===== src/rtl/sddr_pkg.sv =====
// rtl/sddr_pkg.sv - shared encodings, state types and helpers for the DDR3 bank scheduler
package sddr_pkg;

    localparam int CNT_W   = 16;
    localparam int A10_BIT = 10;

    localparam logic [3:0] CMD_NOP = 4'b0111;
    localparam logic [3:0] CMD_ACT = 4'b0011;
    localparam logic [3:0] CMD_RD  = 4'b0101;
    localparam logic [3:0] CMD_WR  = 4'b0100;
    localparam logic [3:0] CMD_PRE = 4'b0010;
    localparam logic [3:0] CMD_REF = 4'b0001;

    typedef enum logic {
        BANK_IDLE,
        BANK_ACTIVE
    } bank_state_t;

    typedef enum logic [2:0] {
        S_IDLE,
        S_PRE,
        S_ACT,
        S_COL,
        S_REF_PREA,
        S_REF
    } req_state_t;

    // Column onto the address pins: A10 is reserved for auto-precharge, so
    // column bits 10 and up shift to A11 and above.
    function automatic logic [31:0] col_to_addr(input logic [30:0] col);
        return {col[30:10], 1'b0, col[9:0]};
    endfunction

    function automatic logic [CNT_W-1:0] sat_dec(input logic [CNT_W-1:0] v);
        return (v == '0) ? v : v - CNT_W'(1);
    endfunction

endpackage


===== src/rtl/sddr_bank_tracker.sv =====
// rtl/sddr_bank_tracker.sv - open-row state and timing eligibility for one DDR3 bank
module sddr_bank_tracker
    import sddr_pkg::*;
#(
    parameter int ROW_BITS = 13,
    parameter int tRCD     = 5,
    parameter int tRP      = 5,
    parameter int tRAS     = 14,
    parameter int tWR      = 10,
    parameter int tRFC     = 64
) (
    input  logic                clk,
    input  logic                rst,
    input  logic [ROW_BITS-1:0] row,
    input  logic                act,
    input  logic                pre,
    input  logic                col,
    input  logic                col_write,
    input  logic                refresh,
    output logic                hit,
    output logic                open,
    output logic                act_ok,
    output logic                col_ok,
    output logic                pre_ok
);

    bank_state_t         state_q;
    logic [ROW_BITS-1:0] row_q;
    logic [CNT_W-1:0]    act_cnt;
    logic [CNT_W-1:0]    col_cnt;
    logic [CNT_W-1:0]    pre_cnt;
    logic [CNT_W-1:0]    pre_dec;

    assign pre_dec = sat_dec(pre_cnt);
    assign open    = (state_q == BANK_ACTIVE);
    assign hit     = open && (row_q == row);
    assign act_ok  = (act_cnt == '0);
    assign col_ok  = (col_cnt == '0);
    assign pre_ok  = (pre_cnt == '0);

    // Counters hold (gap - 1) at the issue edge so that zero means the gap is met.
    always_ff @(posedge clk or posedge rst) begin
        if (rst) begin
            state_q <= BANK_IDLE;
            row_q   <= '0;
            act_cnt <= '0;
            col_cnt <= '0;
            pre_cnt <= '0;
        end else begin
            if (refresh)
                act_cnt <= CNT_W'(tRFC - 1);
            else if (pre)
                act_cnt <= CNT_W'(tRP - 1);
            else
                act_cnt <= sat_dec(act_cnt);

            if (act)
                col_cnt <= CNT_W'(tRCD - 1);
            else
                col_cnt <= sat_dec(col_cnt);

            // A write extends the precharge hold but never shortens a pending tRAS.
            if (act)
                pre_cnt <= CNT_W'(tRAS - 1);
            else if (col && col_write && (pre_dec < CNT_W'(tWR - 1)))
                pre_cnt <= CNT_W'(tWR - 1);
            else
                pre_cnt <= pre_dec;

            if (act) begin
                state_q <= BANK_ACTIVE;
                row_q   <= row;
            end else if (pre) begin
                state_q <= BANK_IDLE;
            end
        end
    end

endmodule


===== src/rtl/sddr_bank_scheduler.sv =====
// rtl/sddr_bank_scheduler.sv - open-page DDR3 command scheduler with periodic refresh
module sddr_bank_scheduler
    import sddr_pkg::*;
#(
    parameter int BANK_BITS = 3,
    parameter int ROW_BITS  = 13,
    parameter int COL_BITS  = 10,
    parameter int tRCD      = 5,
    parameter int tRP       = 5,
    parameter int tRAS      = 14,
    parameter int tWR       = 10,
    parameter int tCCD      = 4,
    parameter int tRFC      = 64,
    parameter int tREFI     = 3120
) (
    input  logic                                  ddr_clock_i,
    input  logic                                  ddr_reset_i,
    input  logic                                  enable_i,
    input  logic                                  req_valid_i,
    output logic                                  req_ready_o,
    input  logic                                  req_write_i,
    input  logic [BANK_BITS+ROW_BITS+COL_BITS-1:0] req_addr_i,
    output logic [3:0]                            cmd_o,
    output logic [BANK_BITS-1:0]                  cmd_ba_o,
    output logic [ROW_BITS-1:0]                   cmd_addr_o,
    output logic                                  xfer_start_o,
    output logic                                  xfer_write_o,
    output logic                                  refresh_busy_o,
    output logic                                  refresh_overdue_o
);

    localparam int NB = 1 << BANK_BITS;
    localparam int AW = BANK_BITS + ROW_BITS + COL_BITS;

    logic [BANK_BITS-1:0] req_bank, lat_bank, cur_bank;
    logic [ROW_BITS-1:0]  req_row, lat_row, cur_row;
    logic [COL_BITS-1:0]  req_col, lat_col;
    logic                 lat_write;

    req_state_t           state_q, state_d;
    logic [3:0]           cmd_d;
    logic [BANK_BITS-1:0] ba_d;
    logic [ROW_BITS-1:0]  addr_d;
    logic                 xfer_start_d, xfer_write_d, ready_d;
    logic                 accept, do_act, do_pre, do_prea, do_col, do_ref, pending_clr;
    logic                 pending_q, pending_d, overdue_q, refi_expire;
    logic [CNT_W-1:0]     ccd_cnt, rfc_cnt, refi_cnt;

    logic [NB-1:0] hit_v, open_v, act_ok_v, col_ok_v, pre_ok_v;
    logic [NB-1:0] act_v, pre_v, col_v;

    assign req_bank = req_addr_i[AW-1 -: BANK_BITS];
    assign req_row  = req_addr_i[ROW_BITS+COL_BITS-1 -: ROW_BITS];
    assign req_col  = req_addr_i[COL_BITS-1:0];

    // Idle compares against the incoming request; later states work on the latched one.
    assign cur_bank = (state_q == S_IDLE) ? req_bank : lat_bank;
    assign cur_row  = (state_q == S_IDLE) ? req_row  : lat_row;

    assign refi_expire = (refi_cnt == '0);

    // Fan the single issued command out to the bank it targets.
    always_comb begin
        act_v = '0;
        pre_v = '0;
        col_v = '0;
        for (int b = 0; b < NB; b++) begin
            act_v[b] = do_act && (lat_bank == BANK_BITS'(b));
            pre_v[b] = do_prea || (do_pre && (lat_bank == BANK_BITS'(b)));
            col_v[b] = do_col && (lat_bank == BANK_BITS'(b));
        end
    end

    generate
        for (genvar b = 0; b < NB; b++) begin : g_bank
            sddr_bank_tracker #(
                .ROW_BITS (ROW_BITS),
                .tRCD     (tRCD),
                .tRP      (tRP),
                .tRAS     (tRAS),
                .tWR      (tWR),
                .tRFC     (tRFC)
            ) u_tracker (
                .clk       (ddr_clock_i),
                .rst       (ddr_reset_i),
                .row       (cur_row),
                .act       (act_v[b]),
                .pre       (pre_v[b]),
                .col       (col_v[b]),
                .col_write (lat_write),
                .refresh   (do_ref),
                .hit       (hit_v[b]),
                .open      (open_v[b]),
                .act_ok    (act_ok_v[b]),
                .col_ok    (col_ok_v[b]),
                .pre_ok    (pre_ok_v[b])
            );
        end
    endgenerate

    // Request/refresh FSM: next state and the command to drive on the next edge.
    always_comb begin
        state_d      = state_q;
        cmd_d        = CMD_NOP;
        ba_d         = '0;
        addr_d       = '0;
        xfer_start_d = 1'b0;
        xfer_write_d = 1'b0;
        do_act       = 1'b0;
        do_pre       = 1'b0;
        do_prea      = 1'b0;
        do_col       = 1'b0;
        do_ref       = 1'b0;
        pending_clr  = 1'b0;
        accept       = req_valid_i && req_ready_o && (state_q == S_IDLE);
        case (state_q)
            S_IDLE: begin
                if (accept) begin
                    if (hit_v[cur_bank])
                        state_d = S_COL;
                    else if (open_v[cur_bank])
                        state_d = S_PRE;
                    else
                        state_d = S_ACT;
                end else if (pending_q) begin
                    state_d = S_REF_PREA;
                end
            end
            S_PRE: begin
                if (pre_ok_v[lat_bank]) begin
                    cmd_d   = CMD_PRE;
                    ba_d    = lat_bank;
                    do_pre  = 1'b1;
                    state_d = S_ACT;
                end
            end
            S_ACT: begin
                if (act_ok_v[lat_bank]) begin
                    cmd_d   = CMD_ACT;
                    ba_d    = lat_bank;
                    addr_d  = lat_row;
                    do_act  = 1'b1;
                    state_d = S_COL;
                end
            end
            S_COL: begin
                if (col_ok_v[lat_bank] && (ccd_cnt == '0)) begin
                    cmd_d        = lat_write ? CMD_WR : CMD_RD;
                    ba_d         = lat_bank;
                    addr_d       = ROW_BITS'(col_to_addr(31'(lat_col)));
                    xfer_start_d = 1'b1;
                    xfer_write_d = lat_write;
                    do_col       = 1'b1;
                    state_d      = S_IDLE;
                end
            end
            S_REF_PREA: begin
                if (|open_v) begin
                    if (&pre_ok_v) begin
                        cmd_d           = CMD_PRE;
                        addr_d[A10_BIT] = 1'b1;
                        do_prea         = 1'b1;
                    end
                end else if (&act_ok_v) begin
                    cmd_d   = CMD_REF;
                    do_ref  = 1'b1;
                    state_d = S_REF;
                end
            end
            S_REF: begin
                if (rfc_cnt == '0) begin
                    pending_clr = 1'b1;
                    state_d     = S_IDLE;
                end
            end
            default: state_d = S_IDLE;
        endcase

        // A fresh expiry wins over the clear so a back-to-back interval is not lost.
        pending_d = pending_q;
        if (pending_clr)
            pending_d = 1'b0;
        if (refi_expire)
            pending_d = 1'b1;

        ready_d = enable_i && !pending_d && (state_d == S_IDLE);
    end

    // FSM state and registered command/handshake outputs.
    always_ff @(posedge ddr_clock_i or posedge ddr_reset_i) begin
        if (ddr_reset_i) begin
            state_q      <= S_IDLE;
            cmd_o        <= CMD_NOP;
            cmd_ba_o     <= '0;
            cmd_addr_o   <= '0;
            xfer_start_o <= 1'b0;
            xfer_write_o <= 1'b0;
            req_ready_o  <= 1'b0;
        end else begin
            state_q      <= state_d;
            cmd_o        <= cmd_d;
            cmd_ba_o     <= ba_d;
            cmd_addr_o   <= addr_d;
            xfer_start_o <= xfer_start_d;
            xfer_write_o <= xfer_write_d;
            req_ready_o  <= ready_d;
        end
    end

    // Capture the accepted request for the PRE/ACT/column sequence.
    always_ff @(posedge ddr_clock_i or posedge ddr_reset_i) begin
        if (ddr_reset_i) begin
            lat_bank  <= '0;
            lat_row   <= '0;
            lat_col   <= '0;
            lat_write <= 1'b0;
        end else if (accept) begin
            lat_bank  <= req_bank;
            lat_row   <= req_row;
            lat_col   <= req_col;
            lat_write <= req_write_i;
        end
    end

    // Global column spacing, refresh recovery and refresh interval timers.
    always_ff @(posedge ddr_clock_i or posedge ddr_reset_i) begin
        if (ddr_reset_i) begin
            ccd_cnt   <= '0;
            rfc_cnt   <= '0;
            refi_cnt  <= CNT_W'(tREFI);
            pending_q <= 1'b0;
            overdue_q <= 1'b0;
        end else begin
            ccd_cnt   <= do_col ? CNT_W'(tCCD - 1) : sat_dec(ccd_cnt);
            rfc_cnt   <= do_ref ? CNT_W'(tRFC - 1) : sat_dec(rfc_cnt);
            refi_cnt  <= refi_expire ? CNT_W'(tREFI) : refi_cnt - CNT_W'(1);
            pending_q <= pending_d;
            if (refi_expire && pending_q)
                overdue_q <= 1'b1;
        end
    end

    assign refresh_busy_o    = pending_q;
    assign refresh_overdue_o = overdue_q;

endmodule


===== config.mk =====
export PLATFORM = sky130hd
export DESIGN_NAME = sddr_bank_scheduler
export DESIGN_NICKNAME = d
export VERILOG_FILES = /design/src/rtl/sddr_pkg.sv /design/src/rtl/sddr_bank_tracker.sv /design/src/rtl/sddr_bank_scheduler.sv
export SDC_FILE = /design/constraint.sdc
export NUM_CORES = 2
export LEC_CHECK = 0
export ABC_AREA = 1
export BUFFER_PORTS_ARGS = -buffer_cell sky130_fd_sc_hd__buf_2
export CORE_MARGIN = 3
export CORE_UTILIZATION = 60
export DETAILED_ROUTE_END_ITERATION = 7
export GPL_ROUTABILITY_DRIVEN = 0
export PLACE_DENSITY = 0.77
export REMOVE_ABC_BUFFERS = 1
export SETUP_SLACK_MARGIN = 0.5
export SYNTH_ARGS = -nofsm -noshare
export SYNTH_HDL_FRONTEND = slang
export SYNTH_SLANG_ARGS = --single-unit

===== constraint.sdc =====
create_clock -name ddr_clock_i -period 24.7 [get_ports ddr_clock_i]
set_input_delay 4.94 -clock ddr_clock_i [delete_from_list [all_inputs] [get_ports ddr_clock_i]]
set_output_delay 4.94 -clock ddr_clock_i [all_outputs]
set_load 0.03 [all_outputs]

## Yosys cells after proc, flatten, opt, wreduce, memory -nomap -nowiden

Cells that the tools add are included.

| cells by class | value |
|---|---|
| bitwise operators | 0 |
| multipliers | 0 |
| reduce and logical (&&, ||, !) cells | 104 |
| shift-type cells | 0 |
| div/mod/pow operators | 0 |
| add/sub/neg operators | 27 |
| magnitude comparators | 10 |
| equality and inequality tests | 38 |
| muxes and demuxes | 143 |

Operator list:

| operator | count |
|---|---|
| two-way mux 16 bit | 69 |
| logical NOT 16 bit | 27 |
| subtractor 16 x 1 -> 16 bit (second input constant) | 27 |
| less-than comparator 16 x 4 -> 1 bit (second input constant) | 8 |
| == test 13 bit | 8 |
| logical AND 1 bit | 54 |
| two-way mux 3 bit | 16 |
| two-way mux 1 bit | 40 |
| two-way mux 13 bit | 2 |
| != test 3 x 2 -> 1 bit (second input constant) | 8 |
| != test 2 x 1 -> 1 bit (second input constant) | 10 |
| one-hot mux 10 bit (2 select lines) | 1 |
| == test 3 bit (second input constant) | 6 |
| one-hot mux 3 bit (6 select lines) | 1 |
| one-hot mux 4 bit (4 select lines) | 1 |
| AND reduction 8 bit | 2 |
| nonzero test 2 bit | 8 |
| binary-select mux 1 bit (select 3 bit) | 5 |
| == test 3 x 2 -> 1 bit (second input constant) | 4 |
| two-way mux 10 bit | 1 |
| logical NOT 3 bit | 3 |
| one-hot mux 3 bit (3 select lines) | 1 |
| logical OR 1 bit | 8 |
| less-than comparator 3 x 4 -> 1 bit (second input constant) | 2 |
| 7 further kinds | 10 |

| storage, ports and cells | value |
|---|---|
| memories kept | 0 |
| register bits after elaboration | 599 |
| bits in latches | 0 |
| logic and storage cells | 378 |
| bits in writable memories | 0 |
| input bits | 31 |
| memory bits (read-only) | 0 |

## Depth between registers and ports, before layout

| depth | value |
|---|---|
| depth in word-level cells | 11 |
| mapped depth | 18 |
| mapped depth without buffers | 18 |

## Hierarchy

Synthesis repeated with hierarchy kept, for this count alone.

| unflattened totals | value |
|---|---|
| cell total of the unflattened synthesis | 4729 |
| area total of the unflattened synthesis | 35238.8 um^2 |

By module, submodules not included:

| module | sequential area each (um^2) | area an instance (um^2) | instances | cells each |
|---|---|---|---|---|
| sddr_bank_tracker at g_bank[0].u_tracker ... | 1551.5 | 3711.1 | 4 | 494 |
| sddr_bank_tracker at g_bank[4].u_tracker ... | 1551.5 | 3712.3 | 3 | 503 |
| sddr_bank_scheduler | 2561.2 | 5580.4 | 1 | 746 |
| sddr_bank_tracker at g_bank[7].u_tracker | 1551.5 | 3677.3 | 1 | 498 |

## Worst setup path before layout

OpenSTA, ideal clock, no wires.

| timing | value |
|---|---|
| kind | in2reg |
| start point | in req_addr_i[18] |
| end point | reg req_ready_o |
| stages on the path | 15 |
| data arrival time | 6232 ps |
| setup slack | 18353 ps |
| path through | inv_1 nand3_1 nand2_1 clkbuf_1 o21ai_0 nor2_1 nand2_1 nor2_1 nand2_1 nand3_1 nand3_1 nand3_1 nand2_1 nand2_1 nor2_1 |

| on the way | value |
|---|---|
| cells in the longest elaborated chain, start to end | 10 |
| elaborated cells on any way between the ends | 24 |
| those cells by class | eq/ne: 8; mux: 6; reduce/logical: 10 |

RTL lines:

| element | line | text |
|---|---|---|
| start: declaration | sddr_bank_scheduler.sv:22 | `input logic [BANK_BITS+ROW_BITS+COL_BITS-1:0] req_addr_i,` |
| two-way mux 13 bit * | sddr_bank_scheduler.sv:58 | `assign cur_row = (state_q == S_IDLE) ? req_row : lat_row;` |
| == test 13 bit | sddr_bank_tracker.sv:36 | `assign hit = open && (row_q == row);` |
| logical AND 1 bit | sddr_bank_tracker.sv:36 |  |
| binary-select mux 1 bit (select 3 bit) * | sddr_bank_scheduler.sv:119 | `if (hit_v[cur_bank])` |
| two-way mux 1 bit (implied by the code) * | sddr_bank_scheduler.sv:119 |  |
| two-way mux 2 bit * | sddr_bank_scheduler.sv:119 |  |
| two-way mux 3 bit * | sddr_bank_scheduler.sv:118 | `if (accept) begin` |
| one-hot mux 3 bit (6 select lines) * | sddr_bank_scheduler.sv:116 | `case (state_q)` |
| net state_d[1] | sddr_bank_scheduler.sv:40 | `req_state_t state_q, state_d;` |
| logical NOT 3 bit * | sddr_bank_scheduler.sv:186 | `ready_d = enable_i && !pending_d && (state_d == S_IDLE);` |
| logical AND 1 bit * | sddr_bank_scheduler.sv:186 |  |
| net ready_d | sddr_bank_scheduler.sv:44 | `logic xfer_start_d, xfer_write_d, ready_d;` |
| end signal: assignment | sddr_bank_scheduler.sv:206 | `req_ready_o <= ready_d;` |
| end: declaration | sddr_bank_scheduler.sv:20 | `output logic req_ready_o,` |

The timed path passes the listed nets; every way through them passes the cells marked *. The select of a mux whose other input is x is not followed.
A chain may end at the register's enable or synchronous reset.

==> flow_metrics.tcl <==
set metrics [dict create \
    dr_wl_met3_um 6210 \
    holdBufCountCts 0 \
    root_buffer "clkbuf_16" \
    max_freq_ghz 0.135 \
    cts_tree "yes" \
    fin_area_um2 37800 \
    slowest_delay_ns 0.88 \
    syn_to_final_growth_pct 9.23 \
    p_leak_nw 22.6 \
    async_reset_ff_share_pct 100 \
    p_per_area_nw_per_um2 54.2 \
    postCtsSetupBuffers 0 \
    yosys_warnings 0 \
    firstDrtPassIters 8 \
    viasPerCell 5.39 \
    finalHoldViolCount 0 \
    portBuffers 54 \
    path_clk_slew_ns 0.06 \
    reg2reg_from "lat_bank[0]" \
    crit_slowest_cell "buf_4" \
    drtIter0Drc 2536 \
    cts_resized 0 \
    period_minus_slack_ns 7.38 \
    antenna_cells 0 \
    ys_ff_latch 598 \
    ys_seq_area_share_pct 43.3 \
    grt_max_degree 155 \
    die_w_um 246 \
    dpl.cell_count 5520 \
    synth_area_um2 34600 \
    hold_class "flip-flop to flip-flop" \
    met2_length_um 37700 \
    startpoint "ddr_reset_i" \
    cp-end-kind "asynchronous set/reset pin" \
    crit_type "input port to asynchronous set/reset pin" \
    r2r_cells 11 \
    cts_buffer_depth 3 \
    setup_viol 0 \
    nNetsFinal 4907 \
    place_area_um2 35500 \
    synthCells 4788 \
    antenna_left 0 \
    grt_pass1_wl_um 140000 \
    timing.critical_path.mode_cell "buf_4" \
    irDropWorstVdd_mv 0.0582 \
    skew_ns 0.0348 \
    grt_pass1_vias 28400 \
    start_kind "input port" \
    synth_edf_count 0 \
    min_to "refi_cnt[0]" \
    relSlewSlack_pct 17.1 \
    drv_cap 0 \
    cp.required_ns 25.38 \
    num_io_pins 56 \
    cts.sinks 598 \
    rsz0062_at_grt "false" \
    regToRegSetupSlack_ns 20.69 \
    fin_setup_tns_ns 0 \
    grt_use_total_pct 28.2 \
    drive_above_1_share_pct 7.39 \
    clk_latency_ns 0.62 \
    reg2reg_to "cmd_ba_o[0]" \
    core_area_um2 56700 \
    min_from "refi_cnt[0]" \
    initial_core_util_pct 61.0 \
    slew_violations 0 \
    avgSynthCellArea_um2 7.22 \
    finalCritPeriodShare_pct 29.9 \
    rows 87 \
    layout_common_cells "1174 x nand2_1, 723 x inv_1, 709 x nor2_1" \
    min_path_cells 1 \
    antenna_found_initial 0 \
    drt-total-wl_um 84100 \
    p_total_mw 2.05 \
    die_area_um2 60500 \
    layout.cells.non_filler 5638 \
    dp_hpwl_um 58800 \
    htree_levels 3 \
    run_status "completed" \
    crit_arrival_ns 8.06 \
    wl_met1_um 37600 \
    cp_cell_sequence "buf_2, inv_8, buf_4, buf_4, buf_4" \
    grt_remaining_overflow 0 \
    drc 0 \
    tightest_slew_ns 1.24 \
    yosysUniqueCellTypes 61 \
    cts_made_buffers 66 \
    highest_layer "met4" \
    wl_per_cell_um 14.9 \
    vias 30400 \
    synth_top_flop_cell "dfrtp_1" \
    final_common_cell "nand2_1" \
    die_h_um 246 \
    crit_fanout 128 \
]
-- flip-flops by register name, indices dropped and copies added, names as in the netlist, 8 cells and up --
signal and cells:
cmd_addr_o 13, ccd_cnt 16, refi_cnt 16, rfc_cnt 16, g_bank.u_tracker.act_cnt 128, lat_col 10
g_bank.u_tracker.col_cnt 128, lat_row 13, g_bank.u_tracker.pre_cnt 128, g_bank.u_tracker.open 8, g_bank.u_tracker.row_q 104
-- final cells by class --
cell class,instances,area (µm²)
multi-input combinational,3336,16300
inverter,758,2860
clock buffer,92,1910
clock inverter,26,387
timing repair buffer,72,418
tap,756,946
fill,4876,18900
sequential,598,15000
-- synth_stat cells (9+ instances only) --
cell type / n / share of area [%]
nand2_1: 1174 / 13
inv_1: 724 / 7.9
nor2_1: 709 / 7.7
dfrtp_1: 591 / 43
nand3_1: 368 / 5.3
o21ai_0: 217 / 3.1
xor2_1: 151 / 3.8
nor3_1: 136 / 2.0
nand4_1: 80 / 1.4
or2_2: 65 / 1.2
xnor2_1: 53 / 1.3
o21ai_1: 50 / 0.72
a21oi_1: 48 / 0.69
ha_1: 44 / 1.6
nor4_1: 43 / 0.78
buf_2: 40 / 0.58
nand3b_1: 40 / 0.87
clkbuf_1: 39 / 0.42
inv_2: 29 / 0.31
nand2_2: 17 / 0.31
o211ai_1: 15 / 0.33
o21ai_2: 15 / 0.38
nor2_2: 12 / 0.22
nand3_2: 10 / 0.29
o22ai_1: 10 / 0.18
a31oi_1: 9 / 0.16
-- critical path: cells and delay by family --
| family | cells | cell delay, ns |
|---|---|---|
| buffers and inverters | 5 | 2.96 |
-- through the flow --
step	utilization (%)	worst slack [ns]	hold slack [ns]
finish	66.6	17.32	0.426
detailed placement	62.5	16.49	0.418
floorplan	-	3.03	0.403
global placement	62.5	16.51	0.416
global route	66.6	16.76	0.464
CTS	66.6	17.16	0.426
-- worst max path at each step --
stage	to	slack (ns)	cells past startpoint
after floorplan	ccd_cnt[0]	3.03	1
after global placement	g_bank[1].u_tracker.col_cnt[8]	16.51	5
after detailed placement	g_bank[4].u_tracker.col_cnt[9]	16.49	5
after CTS	g_bank[7].u_tracker.pre_cnt[2]	17.16	5
after global routing	g_bank[1].u_tracker.col_cnt[10]	16.76	5
final	g_bank[1].u_tracker.col_cnt[8]	17.32	5
-- routing by layer --
layer	up-vias	track usage (%)
met5	-	0
met4	0	9.19
li1	15100	-
met1	14200	39.4
met2	931	44.5
met3	168	5.09
-- power by group --
| part | leakage [nW] | internal [mW] | switching, mW |
|---|---|---|---|
| Sequential | 7.64 | 0.980 | 0 |
| Combinational | 13.8 | 0.00275 | 0.0205 |
| Clock | 1.12 | 0.628 | 0.415 |
| Total | 22.6 | 1.61 | 0.436 |
-- cells by family after synthesis --
kind of cell             count (synthesis)  share of synthesized area (%)
AND/OR/NAND/NOR                       2690                           33.9
buffers and inverters                  854                           9.62
multiplexers                             7                          0.203
other                                    1                         0.0108
AO/OA/AOI/OAI                          390                           6.24
flip-flops                             598                           43.3
XOR/XNOR                               204                           5.17
adder cells (fa/ha/maj)                 44                           1.59
Note: power is estimated with default switching activity, not from simulation.
